File: config.mk
export PLATFORM = sky130hd
export DESIGN_NAME = pm_fetch_ctrl
export DESIGN_NICKNAME = d
export VERILOG_FILES = /design/src/rtl/pm_fetch_ctrl.sv
export SDC_FILE = /design/constraint.sdc
export NUM_CORES = 1
export LEC_CHECK = 0
export BUFFER_PORTS_ARGS = -buffer_cell sky130_fd_sc_hd__buf_2
export CORE_UTILIZATION = 39
export DETAILED_ROUTE_END_ITERATION = 16
export PLACE_DENSITY_LB_ADDON = 0.1
export SYNTH_ARGS = -nofsm -noshare
export SYNTH_HDL_FRONTEND = slang
export SYNTH_SLANG_ARGS = --single-unit
File: constraint.sdc
create_clock -name clk -period 1.2 [get_ports clk]
set_clock_uncertainty 0.05 [all_clocks]
set_input_delay 0 -clock clk [delete_from_list [all_inputs] [get_ports clk]]
set_output_delay 0 -clock clk [all_outputs]
set_load 0.1 [all_outputs]
File: src/rtl/pm_fetch_ctrl.sv
// Program-memory fetch controller wrapped around the next-PC select mux.
// Issues one fixed-latency read at a time and presents the result to the decoder over valid/ready.
module pm_fetch_ctrl #(
  parameter int              AW        = 4,
  parameter int              IW        = 8,
  parameter int              MEM_LAT   = 1,
  parameter logic [AW-1:0]   RESET_VEC = '0
) (
  input  logic          clk,
  input  logic          rst_n,
  input  logic          run,
  output logic [AW-1:0] pm_addr,
  output logic          pm_rd,
  input  logic [IW-1:0] pm_rdata,
  output logic [AW-1:0] pc,
  output logic [AW-1:0] pc_inc,
  output logic [1:0]    pc_sel,
  input  logic [AW-1:0] pc_next,
  input  logic          branch_req,
  input  logic          irq_req,
  output logic [IW-1:0] instr,
  output logic [AW-1:0] instr_pc,
  output logic          instr_valid,
  input  logic          instr_ready
);

  // lat_cnt only ever holds 0..MEM_LAT-1
  localparam int            CW       = (MEM_LAT > 1) ? $clog2(MEM_LAT) : 1;
  localparam logic [CW-1:0] LAT_LOAD = CW'(MEM_LAT - 1);

  localparam logic [1:0] SEL_INC = 2'b00;
  localparam logic [1:0] SEL_BR  = 2'b01;
  localparam logic [1:0] SEL_IRQ = 2'b10;

  typedef enum logic [1:0] {
    S_IDLE,
    S_ISSUE,
    S_WAIT,
    S_HOLD
  } state_e;

  state_e        state_q, state_d;
  logic [AW-1:0] pc_q, pc_d;
  logic [IW-1:0] instr_q, instr_d;
  logic [AW-1:0] instr_pc_q, instr_pc_d;
  logic          valid_q, valid_d;
  logic [CW-1:0] lat_cnt_q, lat_cnt_d;

  always_ff @(posedge clk) begin
    if (!rst_n) begin
      state_q    <= S_IDLE;
      pc_q       <= RESET_VEC;
      instr_q    <= '0;
      instr_pc_q <= '0;
      valid_q    <= 1'b0;
      lat_cnt_q  <= '0;
    end else begin
      state_q    <= state_d;
      pc_q       <= pc_d;
      instr_q    <= instr_d;
      instr_pc_q <= instr_pc_d;
      valid_q    <= valid_d;
      lat_cnt_q  <= lat_cnt_d;
    end
  end

  always_comb begin
    state_d    = state_q;
    pc_d       = pc_q;
    instr_d    = instr_q;
    instr_pc_d = instr_pc_q;
    valid_d    = valid_q;
    lat_cnt_d  = lat_cnt_q;
    pm_rd      = 1'b0;
    pc_sel     = SEL_INC;

    unique case (state_q)
      S_IDLE: begin
        if (run) state_d = S_ISSUE;
      end
      S_ISSUE: begin
        pm_rd     = 1'b1;
        lat_cnt_d = LAT_LOAD;
        state_d   = S_WAIT;
      end
      S_WAIT: begin
        if (lat_cnt_q == '0) begin
          instr_d    = pm_rdata;
          instr_pc_d = pc_q;
          valid_d    = 1'b1;
          state_d    = S_HOLD;
        end else begin
          lat_cnt_d = lat_cnt_q - CW'(1);
        end
      end
      S_HOLD: begin
        // Redirect requests only matter in the acceptance cycle; irq wins over branch.
        if (instr_ready) begin
          if (irq_req)         pc_sel = SEL_IRQ;
          else if (branch_req) pc_sel = SEL_BR;
          else                 pc_sel = SEL_INC;
          pc_d    = pc_next;
          valid_d = 1'b0;
          state_d = run ? S_ISSUE : S_IDLE;
        end
      end
      default: state_d = S_IDLE;
    endcase
  end

  assign pm_addr     = pc_q;
  assign pc          = pc_q;
  assign pc_inc      = pc_q + AW'(1);
  assign instr       = instr_q;
  assign instr_pc    = instr_pc_q;
  assign instr_valid = valid_q;

  a_sel_reserved: assert property (@(posedge clk) disable iff (!rst_n) pc_sel != 2'b11);
  a_one_in_flight: assert property (@(posedge clk) disable iff (!rst_n) pm_rd |-> !valid_q);

endmodule

==> reports/metrics.cfg, run 1 <==
[cells_and_area]
diodes=0
multi_input_area_um2=627
drive_gt1_share_pct=72.3
area_growth_pct=124
instances_no_fill=200
fin_nets=197
final_util_pct=96.2
layout_common_cells=buf_2 (30), buf_4 (18), dlygate4sd3_1 (15)
final_common_cell=buf_2
fillers=39
seq_area_um2=419
fin_area_mm2=0.00195

[grt]
grt.met2_usage_pct=52.5
grt_busiest_layer=met2
antenna_found_initial=0
grt_use_total_pct=28.3
grt_pass1_vias=1075
grt_pass1_wl_um=5030
grt_max_degree=15
met3_usage_pct=5.30
use_met1_pct=29.9
overflow=0

[setup_path]
rr_worst_depth=7
path_class=reg2reg
slowest_delay_ns=0.37
slowest_stage=dfxtp_4
crit_arrival_ns=1.65
path_cells=buf_4 -> inv_4 -> ha_4 -> buf_12 -> buf_16 -> mux2i_1 -> nor2_1
cp.required_ns=1.35
cp_max_fo=5
critPathCaptureType=flop
crit_family=buffers and inverters
worst-path-stages=7
startpoint_type=flop
path_buf_inv=4

[placement]
dp_cells=163
gp_congestion=0.727
dp_hpwl_um=1590
place_area_mm2=0.00142
port-buffer-count=45

[routing]
route.vias.total=1086
drc_errors=0
vias_per_cell=5.43
wl_per_cell_um=21.4
routed_wirelength_um=4280
first_iter_violations=53
drtAntennaViolNets=0
firstDrtPassIters=4

[synthesis]
ys_seq_area_share_pct=43.8
synth_top_family_by_area=simple AND/OR/NAND/NOR gates
synthesis.nets=113
avgSynthCellArea_um2=9.65
ys_types=22
synth.area.mux_share_pct=13.8
syn-cell-area_um2=868
synth_compound_area_share_pct=6.92
netlist_instances=90
synthAdderAreaFrac_pct=7.20
ys_ff_latch=19
yosys.area_share.simple_pct=18.3
synth_xor_area_share_pct=2.02
synth_warnings=0

[flow_run]
cap_violations=0

[cts]
clk_latency_ns=0.30
cts_made_buffers=3
root_buffer=clkbuf_4
cts_tree=yes
numClockSinks=19
htreeDepth=1
clk_pin_slew_worst_paths_ns=0.12
cts_buffer_depth=2

[sta]
worstMarginPinSlew_ns=0.506
rsz0062_at_grt=yes
finalHoldViolCount=0
worst_hold_slack_ns=0.103
setup_viol_count_final=25
drv_slew=0
post-route-period-util_pct=125
max_freq_ghz=0.667
fin_ws_ns=-0.300
min_period_ns=1.50
slew_headroom_pct=66.5

[floorplan]
initial_core_util_pct=42.9
ioPinCount=46
rows=16
die_h_um=49.2
die_area_mm2=0.00242
die_w_um=49.2
coreArea_mm2=0.00202

[min_path]
hold_class=in2reg
min_path_cells=4

[power_and_ir_drop]
power_mw=3.93
ir_drop_uv=1900
power_density_mw_per_mm2=2020
p_leak_nw=0.837

[status]
violations=setup timing
status=complete, but fails checks

## per-layer routing
metal,vias up,part of all wire (%)
li1,463,-
met1,526,37
met2,73,51
met3,24,6.4
met4,0,5.4
met5,-,0
## sequential cells by signal, indices dropped and copies added, names as in the netlist
signal / count
state_q: 2
instr_pc: 4
pc: 4
instr_valid: 1
instr: 8
## metrics by stage
stage / worst slack (ns) / TNS, ns
floorplan: -0.377 / -1.14
global placement: -0.00508 / -0.0144
detailed placement: -0.0466 / -0.348
CTS: -0.219 / -2.09
global route: -0.285 / -4.90
finish: -0.300 / -4.78
## cell usage after synthesis
cell type  instances  share of area (%)
dfxtp_1           19                 44
nor2_1            13                5.6
mux2i_1           12                 14
a21oi_1            8                4.6
nand3_1            6                3.5
buf_4              5                4.3
ha_1               5                7.2
nand2_1            5                2.2
inv_1              3                1.3
nand2b_4           2                3.2
a211oi_2           1                1.4
and3_1             1               0.72
and3_2             1               0.86
buf_2              1               0.58
buf_6              1                1.3
clkinv_1           1               0.43
nand2b_1           1               0.72
nor2b_1            1               0.72
nor3b_1            1               0.86
o21a_1             1               0.86
xnor2_1            1                1.0
xor2_1             1                1.0
## worst min-delay path: cells and delay by family
kind,cells,cell delay [ns]
AND/OR/NAND/NOR,2,0.19
AO/OA/AOI/OAI,1,0.06
buffers and inverters,1,0.16
## timing repair
action | in CTS | in global routing
setup endpoints to repair | 24 | 29
hold endpoints to repair | 13 | 0
cloned | 1 | 0
hold buffers | 15 | 0
gates resized for setup | 17 | 29
setup buffers | 13 | 4
pin swaps | 9 | 5
## report_power, final
group | switching (mW) | leakage (nW) | internal [mW] | total (mW)
Combinational | 1.59 | 0.654 | 1.13 | 2.72
Clock | 0.215 | 0.0183 | 0.129 | 0.344
Sequential | 0.103 | 0.165 | 0.768 | 0.871
## logic make-up (layout without fill, tap and decap cells)
logic type | Yosys count | after routing
xor+xnor | 2 | 2
simple gates | 31 | 31
flops | 19 | 19
mux | 12 | 12
buf+inv | 11 | 94
fa+ha+maj | 5 | 5
compound gates | 10 | 10
## worst paths after layout
| path | slack, ns | end | from |
|---|---|---|---|
| max reg2reg | -0.30 | instr[1] | state_q[0] |
| max | -0.30 | instr[1] | state_q[0] |
| min reg2reg | 0.47 | instr[0] | instr[0] |
| min | 0.10 | state_q[0] | instr_ready |
## final cells by class
cell class	count	area share (%)
repair buffers	86	42.0
inverters	4	1.03
multi-input cells	60	32.2
well taps	27	1.74
flip-flops and latches	19	21.5
clock inverters	1	0.322
clock buffers	3	1.16
(Power assumes the default switching activity.)
==> run 2, diff against run 1 <==
--- a/config.mk
+++ b/config.mk
@@ -8,7 +8,7 @@
 export BUFFER_PORTS_ARGS = -buffer_cell sky130_fd_sc_hd__buf_2
 export CORE_UTILIZATION = 39
 export DETAILED_ROUTE_END_ITERATION = 16
-export PLACE_DENSITY_LB_ADDON = 0.1
+export PLACE_DENSITY = 0.73
 export SYNTH_ARGS = -nofsm -noshare
 export SYNTH_HDL_FRONTEND = slang
 export SYNTH_SLANG_ARGS = --single-unit
==> constraint.sdc (replaced) <==
create_clock -name clk -period 1.2 [get_ports clk]
set_clock_uncertainty 0.05 [all_clocks]
set_input_delay 0 -clock clk [delete_from_list [all_inputs] [get_ports clk]]
set_output_delay 0 -clock clk [all_outputs]
set_load 0.005 [all_outputs]
==> reports/metrics.cfg, run 2 (synthesis gave the netlist of run 1 again) <==
[setup_path]
critPathCaptureType=primary output  ; was flop
path_class=reg2out  ; was reg2reg
cp.required_ns=1.15  ; was 1.35 ns
crit_family=flip-flops  ; was buffers and inverters
path_common_cell=buf_6
path_cells=ha_4 -> buf_6 -> and3_4 -> buf_6  ; was buf_4 -> inv_4 -> ha_4 -> buf_12 -> buf_16 -> mux2i_1 -> nor2_1
cp_max_fo=4  ; was 5
slowest_stage=dfxtp_4  ; unchanged
slowest_delay_ns=0.38  ; was 0.37 ns
path_buf_inv=2  ; was 4
startpoint_type=flop  ; unchanged
crit_arrival_ns=1.22  ; was 1.65 ns

[routing]
vias_per_cell=4.58  ; was 5.43
first_iter_violations=6  ; was 53
drtAntennaViolNets=0  ; unchanged
routed_wirelength_um=2350  ; was 4280 um
firstDrtPassIters=4  ; unchanged
drc_errors=0  ; unchanged
route.vias.total=843  ; was 1,086
wl_per_cell_um=12.7  ; was 21.4 um

[flow_run]
cap_violations=0  ; unchanged

[cells_and_area]
diodes=0  ; unchanged
area_growth_pct=71.8  ; was 124%
final_common_cell=buf_2  ; unchanged
largest_register_ff_count=8  ; unchanged
instances_no_fill=184  ; was 200
layout_common_cells=buf_2 (44), dlygate4sd3_1 (14), dfxtp_1 (14)  ; was buf_2 (30), buf_4 (18), dlygate4sd3_1 (15)
final_util_pct=73.8  ; was 96.2%
fillers=152  ; was 39
fin_nets=181  ; was 197
fin_area_mm2=0.00149  ; was 0.00195 mm^2
drive_gt1_share_pct=51.6  ; was 72.3%

[floorplan]
rows=16  ; unchanged
coreArea_mm2=0.00202  ; unchanged
die_w_um=49.2  ; unchanged
ioPinCount=46  ; unchanged
die_h_um=49.2  ; unchanged
die_area_mm2=0.00242  ; unchanged
initial_core_util_pct=42.9  ; unchanged

[placement]
dp_cells=160  ; was 163
dp_hpwl_um=1300  ; was 1590 um
place_area_mm2=0.00113  ; was 0.00142 mm^2
gp_congestion=0.754  ; was 0.727
port-buffer-count=45  ; unchanged

[sta]
finalHoldViolCount=0  ; unchanged
rsz0062_at_grt=yes  ; unchanged
drv_slew=0  ; unchanged
fin_ws_ns=-0.0673  ; was -0.300 ns
slew_headroom_pct=66.4  ; was 66.5%
post-route-period-util_pct=106  ; was 125%
max_freq_ghz=0.789  ; was 0.667 GHz
setup_viol_count_final=10  ; was 25
worstMarginPinSlew_ns=0.502  ; was 0.506 ns
worst_hold_slack_ns=0.0767  ; was 0.103 ns
min_period_ns=1.27  ; was 1.50 ns

[cts]
htreeDepth=1  ; unchanged
cts_made_buffers=3  ; unchanged
clk_latency_ns=0.29  ; was 0.30 ns
clk_pin_slew_worst_paths_ns=0.10  ; was 0.12 ns
cts_buffer_depth=2  ; unchanged
numClockSinks=19  ; unchanged
root_buffer=clkbuf_4  ; unchanged
cts_tree=yes  ; unchanged

[power_and_ir_drop]
power_frac_clock_pct=12.8  ; was 8.8%
p_sw_share_pct=33.4  ; was 48.5%
p_sw_mw=0.816  ; was 1.91 mW
pwr-share-comb_pct=52.1  ; was 69.1%
p_leak_nw=0.684  ; was 0.837 nW
power_mw=2.45  ; was 3.93 mW
power_density_mw_per_mm2=1640  ; was 2020 mW/mm^2
p_int_mw=1.63  ; was 2.02 mW
ir_drop_uv=1330  ; was 1900 uV
power.share.sequential_pct=35.1  ; was 22.2%

[grt]
antenna_found_initial=0  ; unchanged
overflow=0  ; unchanged
grt_use_total_pct=20.6  ; was 28.3%
grt_pass1_wl_um=3660  ; was 5030 um
grt_pass1_vias=810  ; was 1,075
grt_max_degree=19  ; was 15

[status]
status=complete, but fails checks  ; unchanged
violations=setup timing  ; unchanged

[min_path]
hold_class=in2reg  ; unchanged

-- run 2: cell count changes in the layout (fill, tap and decap cells not counted), sizes merged --
cell,previous run,this run
clkbuf,5,4
dlygate4sd3,15,14
buf,69,56
inv,4,3
-- run 2: path summary, 6_finish.rpt --
check	start	to	slack (ns)	cells after the start
worst max-delay path	state_q[0]	pc_sel[1]	-0.07	4
worst min-delay path	run	state_q[0]	0.08	4
worst max register to register	state_q[1]	instr_valid	-0.05	6
worst min register to register	instr[1]	instr[1]	0.45	2
-- run 2: routing by layer --
| layer | vias to the layer above | GRT usage (%) | wire length (um) |
|---|---|---|---|
| met1 | 373 | 22.4 | 924 |
| met4 | 0 | 8.33 | 27 |
| met2 | 34 | 35.6 | 1260 |
| li1 | 432 | - | - |
| met5 | - | 0 | 0 |
| met3 | 4 | 7.79 | 129 |
-- run 2: final cells by class --
cell class	instances	area, um^2	share of cell area (%)
sequential	19	397	26.6
tap	27	33.8	2.27
multi-input combinational	60	517	34.6
inverter	4	20.0	1.34
clock buffer	4	26.3	1.76
timing repair buffer	70	498	33.4
-- run 2: repair_timing --
action                     CTS  global route
cloned                       1             0
setup endpoints to repair   18            21
gates resized for setup     20            15
hold endpoints to repair    13             0
buffers inserted             3             3
hold buffers                14             0
pin swaps                    2             7
-- run 2: per-stage QoR --
step           setup slack (ns)  setup TNS (ns)
5_1_grt                  -0.136           -1.21
3_3_place_gp          0.0000511               0
3_5_place_dp            -0.0523          -0.135
2_1_floorplan           0.00605               0
6_report                -0.0673          -0.340
4_1_cts                 -0.0528          -0.229
-- run 2: power groups by stage --
stage / clock network [mW] / logic, mW / registers (mW)
after floorplan: 0 / 0.508 / 0.829
after global placement: 0 / 0.781 / 0.815
after detailed placement: 0 / 0.805 / 0.820
after CTS: 0.318 / 1.12 / 0.839
after global routing: 0.356 / 1.36 / 0.874
final: 0.314 / 1.27 / 0.859
-- run 2: worst register-to-register path: stages, from the launching register on --
cell     delay [ns]
dfxtp_4        0.37
buf_6          0.12
ha_4           0.18
buf_12         0.14
nor2b_4        0.12
a21oi_2        0.12
nor2_2         0.04
==> run 3, diff against run 2 <==
==> config.mk (replaced) <==
export PLATFORM = sky130hd
export DESIGN_NAME = pm_fetch_ctrl
export DESIGN_NICKNAME = d
export VERILOG_FILES = /design/src/rtl/pm_fetch_ctrl.sv
export SDC_FILE = /design/constraint.sdc
export NUM_CORES = 1
export LEC_CHECK = 0
export CAP_MARGIN = 40
export CORE_UTILIZATION = 53
export DETAILED_ROUTE_END_ITERATION = 16
export DONT_BUFFER_PORTS = 1
export PLACE_DENSITY = 0.7
export RECOVER_POWER = 100
export SYNTH_ARGS = -nofsm -noshare
export SYNTH_HDL_FRONTEND = slang
export SYNTH_SLANG_ARGS = --single-unit
==> reports/metrics.cfg, run 3 (synthesis gave the netlist of run 1 again) <==
[grt]
grt_max_degree=19  ; unchanged
grt_use_total_pct=21.2  ; was 20.6%
grt_pass1_vias=676  ; was 810
overflow=0  ; unchanged
grt_pass1_wl_um=2850  ; was 3660 um
antenna_found_initial=0  ; unchanged

[cells_and_area]
fin_nets=139  ; was 181
diodes=0  ; unchanged
layout_common_cells=dlygate4sd3_1 (16), dfxtp_1 (14), nor2_1 (13)  ; was buf_2 (44), dlygate4sd3_1 (14), dfxtp_1 (14)
area_growth_pct=42.2  ; was 71.8%
final_common_cell=dlygate4sd3_1  ; was buf_2
fillers=89  ; was 152
largest_register_ff_count=8  ; unchanged
drive_gt1_share_pct=31.3  ; was 51.6%

[sta]
rsz0062_at_grt=yes  ; unchanged
setup_tns_ns=-0.00742  ; was -0.340 ns
drv_slew=0  ; unchanged
finalHoldViolCount=0  ; unchanged
min_period_ns=1.21  ; was 1.27 ns
worstMarginPinSlew_ns=0.336  ; was 0.502 ns
fin_ws_ns=-0.00742  ; was -0.0673 ns
post-route-period-util_pct=101  ; was 106%
max_freq_ghz=0.828  ; was 0.789 GHz
slew_headroom_pct=77.5  ; was 66.4%
worst_hold_slack_ns=0.0240  ; was 0.0767 ns
setup_viol_count_final=1  ; was 10

[cts]
cts_made_buffers=3  ; unchanged
clk_latency_ns=0.29  ; about the same
numClockSinks=19  ; unchanged
clk_pin_slew_worst_paths_ns=0.11  ; was 0.10 ns
htreeDepth=1  ; unchanged
root_buffer=clkbuf_4  ; unchanged
cts_tree=yes  ; unchanged
cts_buffer_depth=2  ; unchanged

[routing]
first_iter_violations=13  ; was 6
drc_errors=0  ; unchanged
drtAntennaViolNets=0  ; unchanged
route.vias.total=711  ; was 843
firstDrtPassIters=4  ; unchanged
routed_wirelength_um=1920  ; was 2350 um
wl_per_cell_um=14.6  ; was 12.7 um
vias_per_cell=5.43  ; was 4.58

[setup_path]
path_class=reg2out  ; unchanged
startpoint_type=flop  ; unchanged
cp.required_ns=1.15  ; about the same
cp_max_fo=4  ; unchanged
path_cells=ha_4 -> buf_6 -> and3_4  ; was ha_4 -> buf_6 -> and3_4 -> buf_6
crit_arrival_ns=1.16  ; was 1.22 ns
critPathCaptureType=primary output  ; unchanged
slowest_delay_ns=0.41  ; was 0.38 ns
slowest_stage=dfxtp_4  ; unchanged

[floorplan]
die_w_um=42.5  ; was 49.2 um
coreArea_mm2=0.00152  ; was 0.00202 mm^2
rows=14  ; was 16
initial_core_util_pct=57.0  ; was 42.9%
die_h_um=42.5  ; was 49.2 um
die_area_mm2=0.00180  ; was 0.00242 mm^2
ioPinCount=46  ; unchanged

[power_and_ir_drop]
power.share.sequential_pct=39.6  ; was 35.1%
p_sw_mw=0.764  ; was 0.816 mW
p_int_mw=1.48  ; was 1.63 mW
pwr-share-comb_pct=46.3  ; was 52.1%
power_density_mw_per_mm2=1820  ; was 1640 mW/mm^2
p_leak_nw=0.474  ; was 0.684 nW
power_frac_clock_pct=14.1  ; was 12.8%
p_sw_share_pct=34.0  ; was 33.4%
power_mw=2.24  ; was 2.45 mW
ir_drop_uv=1570  ; was 1330 uV

[placement]
port-buffer-count=0  ; was 45
dp_hpwl_um=1080  ; was 1300 um
dp_slack_ns=-0.0523  ; about the same
gp_congestion=0.690  ; was 0.754

[min_path]
hold_class=in2reg  ; unchanged

[flow_run]
cap_violations=0  ; unchanged

[status]
status=complete, but fails checks  ; unchanged
violations=setup timing  ; unchanged

## run 3: cell types whose count changed in the layout (fill, tap and decap cells not counted), sizes merged
cell / delta
buf: -44
dlygate4sd3: +2
clkinv: +1
clkbuf: -1
## run 3: critical path: cells and delay by family (launching register included)
kind,cells,cell delay (ns)
fa+ha+maj,1,0.18
simple gates,1,0.17
buf+inv,1,0.11
flops,1,0.41
## run 3: path summary, 6_finish.rpt
| check | to | depth (start not counted) | from | slack, ns |
|---|---|---|---|---|
| max | pc_sel[1] | 3 | state_q[1] | -0.007 |
| min | state_q[1] | 3 | run | 0.02 |
| min reg2reg | pc[2] | 2 | pc[2] | 0.47 |
| max reg2reg | state_q[1] | 5 | state_q[1] | 0.01 |
## run 3: timing repair
action	4_1_cts	5_1_grt
resized for setup	13	16
endpoints found under the setup margin	9	20
pin swaps	1	8
hold buffers	15	1
buffers inserted	3	2
hold endpoints to repair	19	1
cloned	0	0
## run 3: area by class of cell
cell class | instances | area (um^2) | area share (%)
multi-input cells | 60 | 498 | 40.3
flip-flops and latches | 19 | 394 | 31.9
repair buffers | 28 | 278 | 22.5
clock buffers | 3 | 22.5 | 1.82
well taps | 16 | 20.0 | 1.62
inverters | 4 | 17.5 | 1.42
clock inverters | 1 | 5.00 | 0.405
## run 3: per-layer routing
layer  share of wire (%)  GRT usage (%)
met1                  42           26.5
met2                  50           35.4
met3                 6.4           3.88
met4                0.99           9.38
met5                   0              0
## run 3: power by group through the flow
stage	clock [mW]	combinational, mW	sequential (mW)
finish	0.317	1.04	0.888
global route	0.360	1.11	0.907
CTS	0.323	0.806	0.868
detailed placement	0	0.691	0.846
global placement	0	0.683	0.843
floorplan	0	0.508	0.829
## run 3: per-stage QoR
step	instances	area, um^2	utilization [%]
global placement	106	902	59.2
CTS	128	1140	74.7
floorplan	90	871	-
finish	131	1230	81.0
global route	131	1230	81.0
detailed placement	106	902	59.2
